**config.mk**
```make
export PLATFORM = sky130hd
export DESIGN_NAME = stopwatch_ctrl_flat
export DESIGN_NICKNAME = d
export VERILOG_FILES = /design/src/rtl/stopwatch_ctrl_if.sv /design/src/rtl/stopwatch_ctrl.sv /design/src/flat_wrapper.sv
export SDC_FILE = /design/constraint.sdc
export NUM_CORES = 1
export LEC_CHECK = 0
export ABC_AREA = 1
export CAP_MARGIN = 20
export CORE_ASPECT_RATIO = 1.1
export CORE_MARGIN = 2
export CORE_UTILIZATION = 51
export CTS_CLUSTER_DIAMETER = 40
export DETAILED_ROUTE_END_ITERATION = 6
export PLACE_DENSITY = 0.71
export SYNTH_ARGS = -nofsm -noshare
export SYNTH_HDL_FRONTEND = slang
export SYNTH_SLANG_ARGS = --single-unit
```
**constraint.sdc**
```tcl
create_clock -name clk -period 3.3 [get_ports clk]
set_input_delay 0.495 -clock clk [delete_from_list [all_inputs] [get_ports clk]]
set_output_delay 0.495 -clock clk [all_outputs]
set_load 0.01 [all_outputs]
```
**src/rtl/stopwatch_ctrl_if.sv**
```systemverilog
// Counter/display bus of the stopwatch sequencer.
// master = stopwatch_ctrl, slave = time counter / display side.
interface stopwatch_ctrl_if;
   logic [23:0] time_in;
   logic        cnt_wrap;
   logic        cnt_en;
   logic        cnt_clr;
   logic [23:0] disp;
   logic [1:0]  state;

   modport master (
      input  time_in, cnt_wrap,
      output cnt_en, cnt_clr, disp, state
   );

   modport slave (
      output time_in, cnt_wrap,
      input  cnt_en, cnt_clr, disp, state
   );
endinterface

```
**src/rtl/stopwatch_ctrl.sv**
```systemverilog
// Stopwatch control sequencer: key debounce, IDLE/RUN/PAUSE/LAP FSM,
// 1 Hz count-enable prescaler and lap-freezable display register.
module stopwatch_ctrl #(
   parameter int TICK_DIV   = 50_000_000,
   parameter int DEB_CYCLES = 1_000_000
) (
   input  logic             clk,
   input  logic             rst,
   input  logic             key_ss_n,
   input  logic             key_lap_n,
   input  logic             key_clr_n,
   stopwatch_ctrl_if.master bus
);

   localparam logic [1:0] S_IDLE  = 2'b00;
   localparam logic [1:0] S_RUN   = 2'b01;
   localparam logic [1:0] S_PAUSE = 2'b10;
   localparam logic [1:0] S_LAP   = 2'b11;

   localparam int PW = $clog2(TICK_DIV);
   localparam int DW = $clog2(DEB_CYCLES);
   localparam logic [PW-1:0] PRE_MAX = PW'(TICK_DIV - 1);
   localparam logic [DW-1:0] DEB_MAX = DW'(DEB_CYCLES - 1);

   // bit 0 = start/pause, bit 1 = lap, bit 2 = clear
   logic [2:0]         key_n;
   logic [2:0]         s1_q, s2_q;
   logic [2:0]         acc_q, acc_d;
   logic [2:0][DW-1:0] dcnt_q, dcnt_d;
   logic [2:0]         press;
   logic               ev_ss, ev_lap, ev_clr;

   logic [1:0]    state_q, state_d;
   logic          clr_q, clr_d;
   logic [23:0]   hold_q, hold_d;
   logic [23:0]   disp_q, disp_d;
   logic [PW-1:0] pre_q, pre_d;
   logic          run_q, run_d, adv;

   assign key_n = {key_clr_n, key_lap_n, key_ss_n};

   // Two-flop synchroniser; keys idle released (high).
   always_ff @(posedge clk or negedge rst) begin
      if (!rst) begin
         s1_q <= '1;
         s2_q <= '1;
      end else begin
         s1_q <= key_n;
         s2_q <= s1_q;
      end
   end

   // Debounce: a new level must persist DEB_CYCLES samples before it is
   // accepted; only an accepted press (1->0) raises a one-cycle event.
   always_comb begin
      acc_d  = acc_q;
      dcnt_d = dcnt_q;
      press  = '0;
      for (int i = 0; i < 3; i++) begin
         if (s2_q[i] == acc_q[i]) begin
            dcnt_d[i] = '0;
         end else if (dcnt_q[i] == DEB_MAX) begin
            acc_d[i]  = s2_q[i];
            dcnt_d[i] = '0;
            press[i]  = ~s2_q[i];
         end else begin
            dcnt_d[i] = dcnt_q[i] + 1'b1;
         end
      end
   end

   // Debounce state registers.
   always_ff @(posedge clk or negedge rst) begin
      if (!rst) begin
         acc_q  <= '1;
         dcnt_q <= '0;
      end else begin
         acc_q  <= acc_d;
         dcnt_q <= dcnt_d;
      end
   end

   // Only the highest-priority coincident event survives.
   assign ev_clr = press[2];
   assign ev_ss  = press[0] & ~press[2];
   assign ev_lap = press[1] & ~press[0] & ~press[2];

   // Next-state logic; a counter wrap overrides any key event.
   always_comb begin
      state_d = state_q;
      clr_d   = 1'b0;
      hold_d  = hold_q;
      if (bus.cnt_wrap) begin
         state_d = S_IDLE;
         clr_d   = 1'b1;
      end else begin
         unique case (state_q)
            S_IDLE: begin
               if (ev_ss) state_d = S_RUN;
            end
            S_RUN: begin
               if (ev_ss) begin
                  state_d = S_PAUSE;
               end else if (ev_lap) begin
                  state_d = S_LAP;
                  hold_d  = bus.time_in;
               end
            end
            S_PAUSE: begin
               if (ev_ss) begin
                  state_d = S_RUN;
               end else if (ev_clr) begin
                  state_d = S_IDLE;
                  clr_d   = 1'b1;
               end
            end
            S_LAP: begin
               if (ev_lap)     state_d = S_RUN;
               else if (ev_ss) state_d = S_PAUSE;
            end
         endcase
      end
   end

   // The prescaler only advances while the count keeps running through
   // the edge, so a pause taken at TICK_DIV-1 keeps its pending tick.
   assign run_q = (state_q == S_RUN) || (state_q == S_LAP);
   assign run_d = (state_d == S_RUN) || (state_d == S_LAP);
   assign adv   = run_q & run_d;

   always_comb begin
      pre_d = pre_q;
      if (state_q == S_IDLE) begin
         pre_d = '0;
      end else if (adv) begin
         pre_d = (pre_q == PRE_MAX) ? '0 : pre_q + 1'b1;
      end
   end

   assign disp_d = (state_q == S_LAP) ? hold_q : bus.time_in;

   // FSM, prescaler and display registers.
   always_ff @(posedge clk or negedge rst) begin
      if (!rst) begin
         state_q <= S_IDLE;
         clr_q   <= 1'b0;
         hold_q  <= '0;
         disp_q  <= '0;
         pre_q   <= '0;
      end else begin
         state_q <= state_d;
         clr_q   <= clr_d;
         hold_q  <= hold_d;
         disp_q  <= disp_d;
         pre_q   <= pre_d;
      end
   end

   assign bus.cnt_en  = adv && (pre_q == PRE_MAX);
   assign bus.cnt_clr = clr_q;
   assign bus.disp    = disp_q;
   assign bus.state   = state_q;

endmodule
```
**src/flat_wrapper.sv**
```systemverilog
// flat-port wrapper written by rule: the top's interface ports become plain ports
module stopwatch_ctrl_flat 
#(
   parameter int TICK_DIV   = 50_000_000,
   parameter int DEB_CYCLES = 1_000_000
)
  (clk, rst, key_ss_n, key_lap_n, key_clr_n, bus_time_in, bus_cnt_wrap, bus_cnt_en, bus_cnt_clr, bus_disp, bus_state);
  stopwatch_ctrl_if bus_i ();
  input  logic clk;
  input  logic rst;
  input  logic key_ss_n;
  input  logic key_lap_n;
  input  logic key_clr_n;
  input wire logic [$bits(bus_i.time_in)-1:0] bus_time_in;
  input wire logic [$bits(bus_i.cnt_wrap)-1:0] bus_cnt_wrap;
  output wire logic [$bits(bus_i.cnt_en)-1:0] bus_cnt_en;
  output wire logic [$bits(bus_i.cnt_clr)-1:0] bus_cnt_clr;
  output wire logic [$bits(bus_i.disp)-1:0] bus_disp;
  output wire logic [$bits(bus_i.state)-1:0] bus_state;
  assign bus_i.time_in = bus_time_in;
  assign bus_i.cnt_wrap = bus_cnt_wrap;
  assign bus_cnt_en = bus_i.cnt_en;
  assign bus_cnt_clr = bus_i.cnt_clr;
  assign bus_disp = bus_i.disp;
  assign bus_state = bus_i.state;
  stopwatch_ctrl #(.TICK_DIV(TICK_DIV), .DEB_CYCLES(DEB_CYCLES)) u_core (.clk(clk), .rst(rst), .key_ss_n(key_ss_n), .key_lap_n(key_lap_n), .key_clr_n(key_clr_n), .bus(bus_i));
endmodule
```
==> impl_metrics.yaml, run 1 <==
worst_setup_path:
  worst-path-max-fanout: 6
  cp.arrival_ns: 2.58
  crit_buf_inv: 1
  critical_path.top_delay_family: "simple AND/OR/NAND/NOR gates"
  crit_slowest_cell: "clkdlybuf4s50_1"
  critPathKind: "register to output pin"
  path_cells: "ha_1 > nand3_2 > nor2_4 > nand4_4 > nand2_2 > nand3_4 > nor3_1 > clkdlybuf4s50_1"
  critPathLaunchType: "register"
  critPathRequiredTime_ns: 2.80
  max_stage_delay_ns: 0.58
  end_kind: "output pin"
cts:
  cts_setup_buffers: 0
  clock_latency_ns: 0.42
  clockBufferDepth: 2
  cts_sinks: 146
  root_buffer: "clkbuf_16"
  numCtsBuffers: 17
  cts_resized: 0
  hold_buffers: 0
  cts_tree: "done"
  clkTransAtPathRegs_ns: 0.06
  htreeDepth: 4
drt:
  drt_pre_antenna_iters: 5
  viasPerCell: 4.98
  post-route-drc-count: 0
  first_iter_violations: 311
  wire_per_inst_um: 12.6
  num_vias: 5828
  ant_nets: 0
  wirelength_um: 14700
layout:
  final_cell_mix: "309 x nand2_1, 137 x dfrtp_1, 117 x nor2_1"
  fin_util_pct: 61.7
  nFillCells: 1236
  multi_input_area_um2: 3080
  finalNetCount: 1003
  syn_to_final_growth_pct: 18.7
  regArea_um2: 3660
  drive_gt1_share_pct: 7.64
  layout_commonest_cell: "nand2_1"
  diodes: 0
sta:
  tightest_slew_ns: 0.755
  relSlewSlack_pct: 49.7
  setup_violations: 0
  whs_ns: 0.112
  rsz0062_at_grt: "no"
  fin_setup_tns_ns: 0
  slew_violations: 0
  hold_viol: 0
  finClkSkew_ns: 0.0111
  period_needed_ns: 3.08
  timing.fmax_mhz: 325
  min_period_over_period_pct: 93.2
global_route:
  grt_pass1_vias: 5682
  grt_start_max_net_pins: 83
  track_usage_pct: 21.5
  grt_pass1_wl_um: 25600
  overflow: 0
  antenna_found_initial: 0
synth:
  ys_seq_elements: 146
  syn-num-nets: 936
  yosys.area.top_type: "dfrtp_1"
  ys_seq_area_share_pct: 51.1
  dominantRegCellSynth: "dfrtp_1"
  ys_async_sr_fraction_pct: 100
  yosysWarningCount: 0
  synth_area_leaders: "dfrtp_1 48%, nand2_1 16%, nor2_1 6.1%"
  synth_edf_count: 0
  syn_area_per_cell_um2: 7.95
  synth.cell_area_um2: 7170
  synth_cell_types: 39
  syn_inst: 902
  synth_top_area_share_pct: 47.8
placement:
  place_hpwl_um: 10200
  gp_congestion: 0.935
  io_buffers: 57
flow_run:
  drv_cap: 0
floorplanning:
  start_util_pct: 52.0
  rows: 45
  die_w_um: 117
  die_h_um: 128
  dieArea_um2: 15000
  coreArea_um2: 13800
  ios: 58
power_and_ir_drop:
  p_per_area_nw_per_um2: 459
  max-vdd-ir-drop_uv: 351
  leakagePower_nw: 4.05
min_path:
  hp-class: "input port to asynchronous set/reset pin"
status:
  status: "complete, no violations"
-- power by group --
part	internal [mW]	switching, mW
clock	1.08	0.813
combinational	0.0819	0.0960
sequential	1.82	0.0145
total	2.99	0.923
-- Yosys cell counts, drive strengths merged, types with 3 or more instances --
library cell  number
nand2            312
dfrtp            137
nor2             127
inv               86
nand3             63
a21oi             27
o21ai             26
xor2              24
nor3              23
nand4             15
buf               10
dfstp              9
xnor2              9
clkbuf             5
nor3b              5
o21a               5
ha                 4
nor4               4
a31oi              3
-- registers in the layout, summed over array words and instances (netlist names) --
signal              cells
u_core.hold_q          24
u_core.bus.cnt_clr      1
u_core.dcnt_q          60
u_core.bus.state        2
u_core.s1_q             3
u_core.pre_q           26
u_core.acc_q            3
u_core.bus.disp        24
u_core.s2_q             3
-- through the flow --
stage,worst slack [ns],cells,cell area [um2],total power [mW]
final,0.225,1170,8510,3.91
after global routing,0.0370,1170,8510,4.04
after CTS,0.166,1170,8510,3.95
after detailed placement,0.632,1138,7930,2.05
after global placement,0.662,1138,7930,2.05
after floorplan,1.31,902,7170,1.92
-- area by class of cell --
cell class	count	area share, %
Clock buffer	18	5.16
Clock inverter	14	1.68
Inverter	86	3.79
Multi-Input combinational cell	655	36.2
Sequential cell	146	43.1
Tap cell	188	2.76
Timing Repair Buffer	63	7.39
-- logic make-up (layout without fill, tap and decap cells) --
group                      after synthesis  in the layout  synth area share, %
AOI/OAI and AO/OA                       65             65                 5.11
xor gates and xnor gates                33             33                 4.03
adders and majority gates                4              4                0.698
buffers and inverters                  101            181                 5.97
DFF                                    146            146                 51.1
muxes                                    1              1                0.157
and+or+nand+nor                        552            552                 32.9
-- final timing paths --
kind	start	to	slack, ns	cells after the start
max reg2reg	u_core.dcnt_q[40]	u_core.hold_q[18]	1.04	9
min in group clk	u_core.s1_q[0]	u_core.s2_q[0]	0.36	0
max in group asynchronous	rst	u_core.acc_q[1]	2.37	2
min	rst	u_core.dcnt_q[24]	0.11	1
max	u_core.dcnt_q[40]	bus_cnt_en	0.22	8
min reg2reg	u_core.s1_q[0]	u_core.s2_q[0]	0.36	0
-- layer usage --
layer,global-route usage (%),wire length (um),part of all wire (%)
met1,28.7,6830,46
met2,34.1,6800,46
met3,5.65,800,5.4
met4,7.34,263,1.8
met5,0,0,0
No activity file was read; power rests on OpenSTA's default activity.
==> inputs of run 2 (changes only) <==
Settings changed: CORE_MARGIN 2 to not set.
==> run 2 against run 1 <==
  * Combinational power about the same
  * Count of clock-buffer cells in the layout increased by 3
  * Largest cell class unchanged
  * Design area about the same
  * Clock skew decreased by 0.0044 ns
  * Register-to-register slack about the same
  * Clock power about the same
  * Wire length increased by 1.0%
  * Via count decreased by 0.62%
==> impl_metrics.yaml, run 2 (synthesis results as in run 1) <==
status:
  status: "complete, no violations"
floorplanning:
  start_util_pct: 52.2
  die_w_um: 115
  coreArea_um2: 13700
  die_h_um: 126
  rows: 45
  dieArea_um2: 14500
  ios: 58
drt:
  first_iter_violations: 320
  viasPerCell: 4.96
  num_vias: 5792
  ant_nets: 0
  drt_pre_antenna_iters: 5
  wire_per_inst_um: 12.7
  post-route-drc-count: 0
  wirelength_um: 14800
worst_setup_path:
  path_cells: "ha_1 > nand3_2 > nor2_4 > nand4_4 > nand2_2 > nand3_4 > nor3_1 > clkdlybuf4s50_1"
  end_kind: "output pin"
  critPathKind: "register to output pin"
  worst-path-max-fanout: 6
  critPathLaunchType: "register"
  max_stage_delay_ns: 0.58
  cp.arrival_ns: 2.58
  crit_slowest_cell: "clkdlybuf4s50_1"
  rrSetupSlack_ns: 1.03
  critical_path.top_delay_family: "simple AND/OR/NAND/NOR gates"
  crit_buf_inv: 1
  critPathRequiredTime_ns: 2.80
global_route:
  overflow: 0
  grt_pass1_vias: 5562
  grt_start_max_net_pins: 77
  track_usage_pct: 22.4
  antenna_found_initial: 0
  grt_pass1_wl_um: 25500
flow_run:
  drv_cap: 0
min_path:
  hp-class: "input port to asynchronous set/reset pin"
sta:
  hold_viol: 0
  min_period_over_period_pct: 93.3
  tightest_slew_ns: 0.639
  slew_violations: 0
  finClkSkew_ns: 0.00668
  fin_setup_tns_ns: 0
  period_needed_ns: 3.08
  setup_violations: 0
  timing.fmax_mhz: 325
  finalWorstSetupSlack_ns: 0.222
  relSlewSlack_pct: 57.4
  rsz0062_at_grt: "no"
layout:
  final_cell_mix: "309 x nand2_1, 137 x dfrtp_1, 117 x nor2_1"
  multi_input_area_um2: 3080
  nFillCells: 1259
  layout_commonest_cell: "nand2_1"
  largest_register_ffs: 60
  reg_top3: "u_core.dcnt_q: 60 flops, u_core.pre_q: 26 flops"
  syn_to_final_growth_pct: 18.7
  diodes: 0
  finalNetCount: 1002
  regArea_um2: 3660
  top_register: "u_core.dcnt_q"
  drive_gt1_share_pct: 7.14
cts:
  cts_resized: 0
  numCtsBuffers: 17
  clock_latency_ns: 0.42
  cts_sinks: 146
  root_buffer: "clkbuf_16"
  cts_setup_buffers: 0
  clkTransAtPathRegs_ns: 0.06
  hold_buffers: 0
  clockBufferDepth: 2
  cts_tree: "done"
  htreeDepth: 4
placement:
  place_ws_ns: 0.625
  place_hpwl_um: 10200
  io_buffers: 57
  gp_congestion: 0.895
power_and_ir_drop:
  max-vdd-ir-drop_uv: 365
  leakagePower_nw: 4.05
  p_per_area_nw_per_um2: 462
-- run 2: changes by cell type in the layout (fill, tap and decap cells not counted), sizes merged --
cell,previous run,this run
buf,7,6
inv,94,86
clkbuf,18,21
clkinvlp,2,1
clkinv,3,6
bufinv,1,3
-- run 2: area by class of cell --
cell class              instances  share of cell area, %
flip-flops and latches        146                   43.1
clock inverters                10                   1.59
repair buffers                 62                   7.31
inverters                      86                   3.79
clock buffers                  21                   5.29
well taps                     188                   2.77
multi-input cells             655                   36.2
-- run 2: routing by layer --
| metal | vias up | routed length [um] | GRT usage (%) |
|---|---|---|---|
| met4 | 0 | 238 | 8.48 |
| met5 | - | 0 | 0 |
| li1 | 2984 | - | - |
| met2 | 117 | 6950 | 36.0 |
| met1 | 2671 | 7010 | 29.5 |
| met3 | 20 | 645 | 5.11 |
-- run 2: where the power goes --
part | switching (mW) | total, mW | internal (mW)
Sequential | 0.0150 | 1.84 | 1.82
Clock | 0.717 | 1.92 | 1.20
Combinational | 0.0945 | 0.176 | 0.0812
Total | 0.826 | 3.93 | 3.10
-- run 2: through the flow --
stage / power (mW) / area [um2] / utilization (%) / hold WS, ns / std cells
final: 3.93 / 8510 / 61.9 / 0.0897 / 1168
after global routing: 4.07 / 8510 / 61.9 / 0.143 / 1168
after CTS: 3.97 / 8510 / 61.9 / 0.103 / 1168
after detailed placement: 2.05 / 7920 / 57.7 / 0.349 / 1137
after global placement: 2.05 / 7920 / 57.7 / 0.346 / 1137
after floorplan: 1.92 / 7170 / - / 0.199 / 902
-- run 2: path summary, 6_finish.rpt --
kind | startpoint | to | cells past startpoint
worst max register to register | u_core.dcnt_q[40] | u_core.hold_q[3] | 9
worst max-delay path | u_core.dcnt_q[40] | bus_cnt_en | 8
worst min-delay path | rst | u_core.dcnt_q[49] | 1
max in group asynchronous | rst | u_core.pre_q[23] | 2
min in group clk | u_core.s1_q[0] | u_core.s2_q[0] | 0
worst min register to register | u_core.s1_q[0] | u_core.s2_q[0] | 0
-- run 2: worst register-to-register path, stage by stage, from the launching register on --
cell and delay, ns:
dfrtp_1 0.37, ha_1 0.21, nand3_2 0.15, nor2_4 0.16, nand4_4 0.17, a21oi_4 0.17, buf_4 0.30, nand2_2 0.38
nand2_1 0.19, nand2_1 0.06
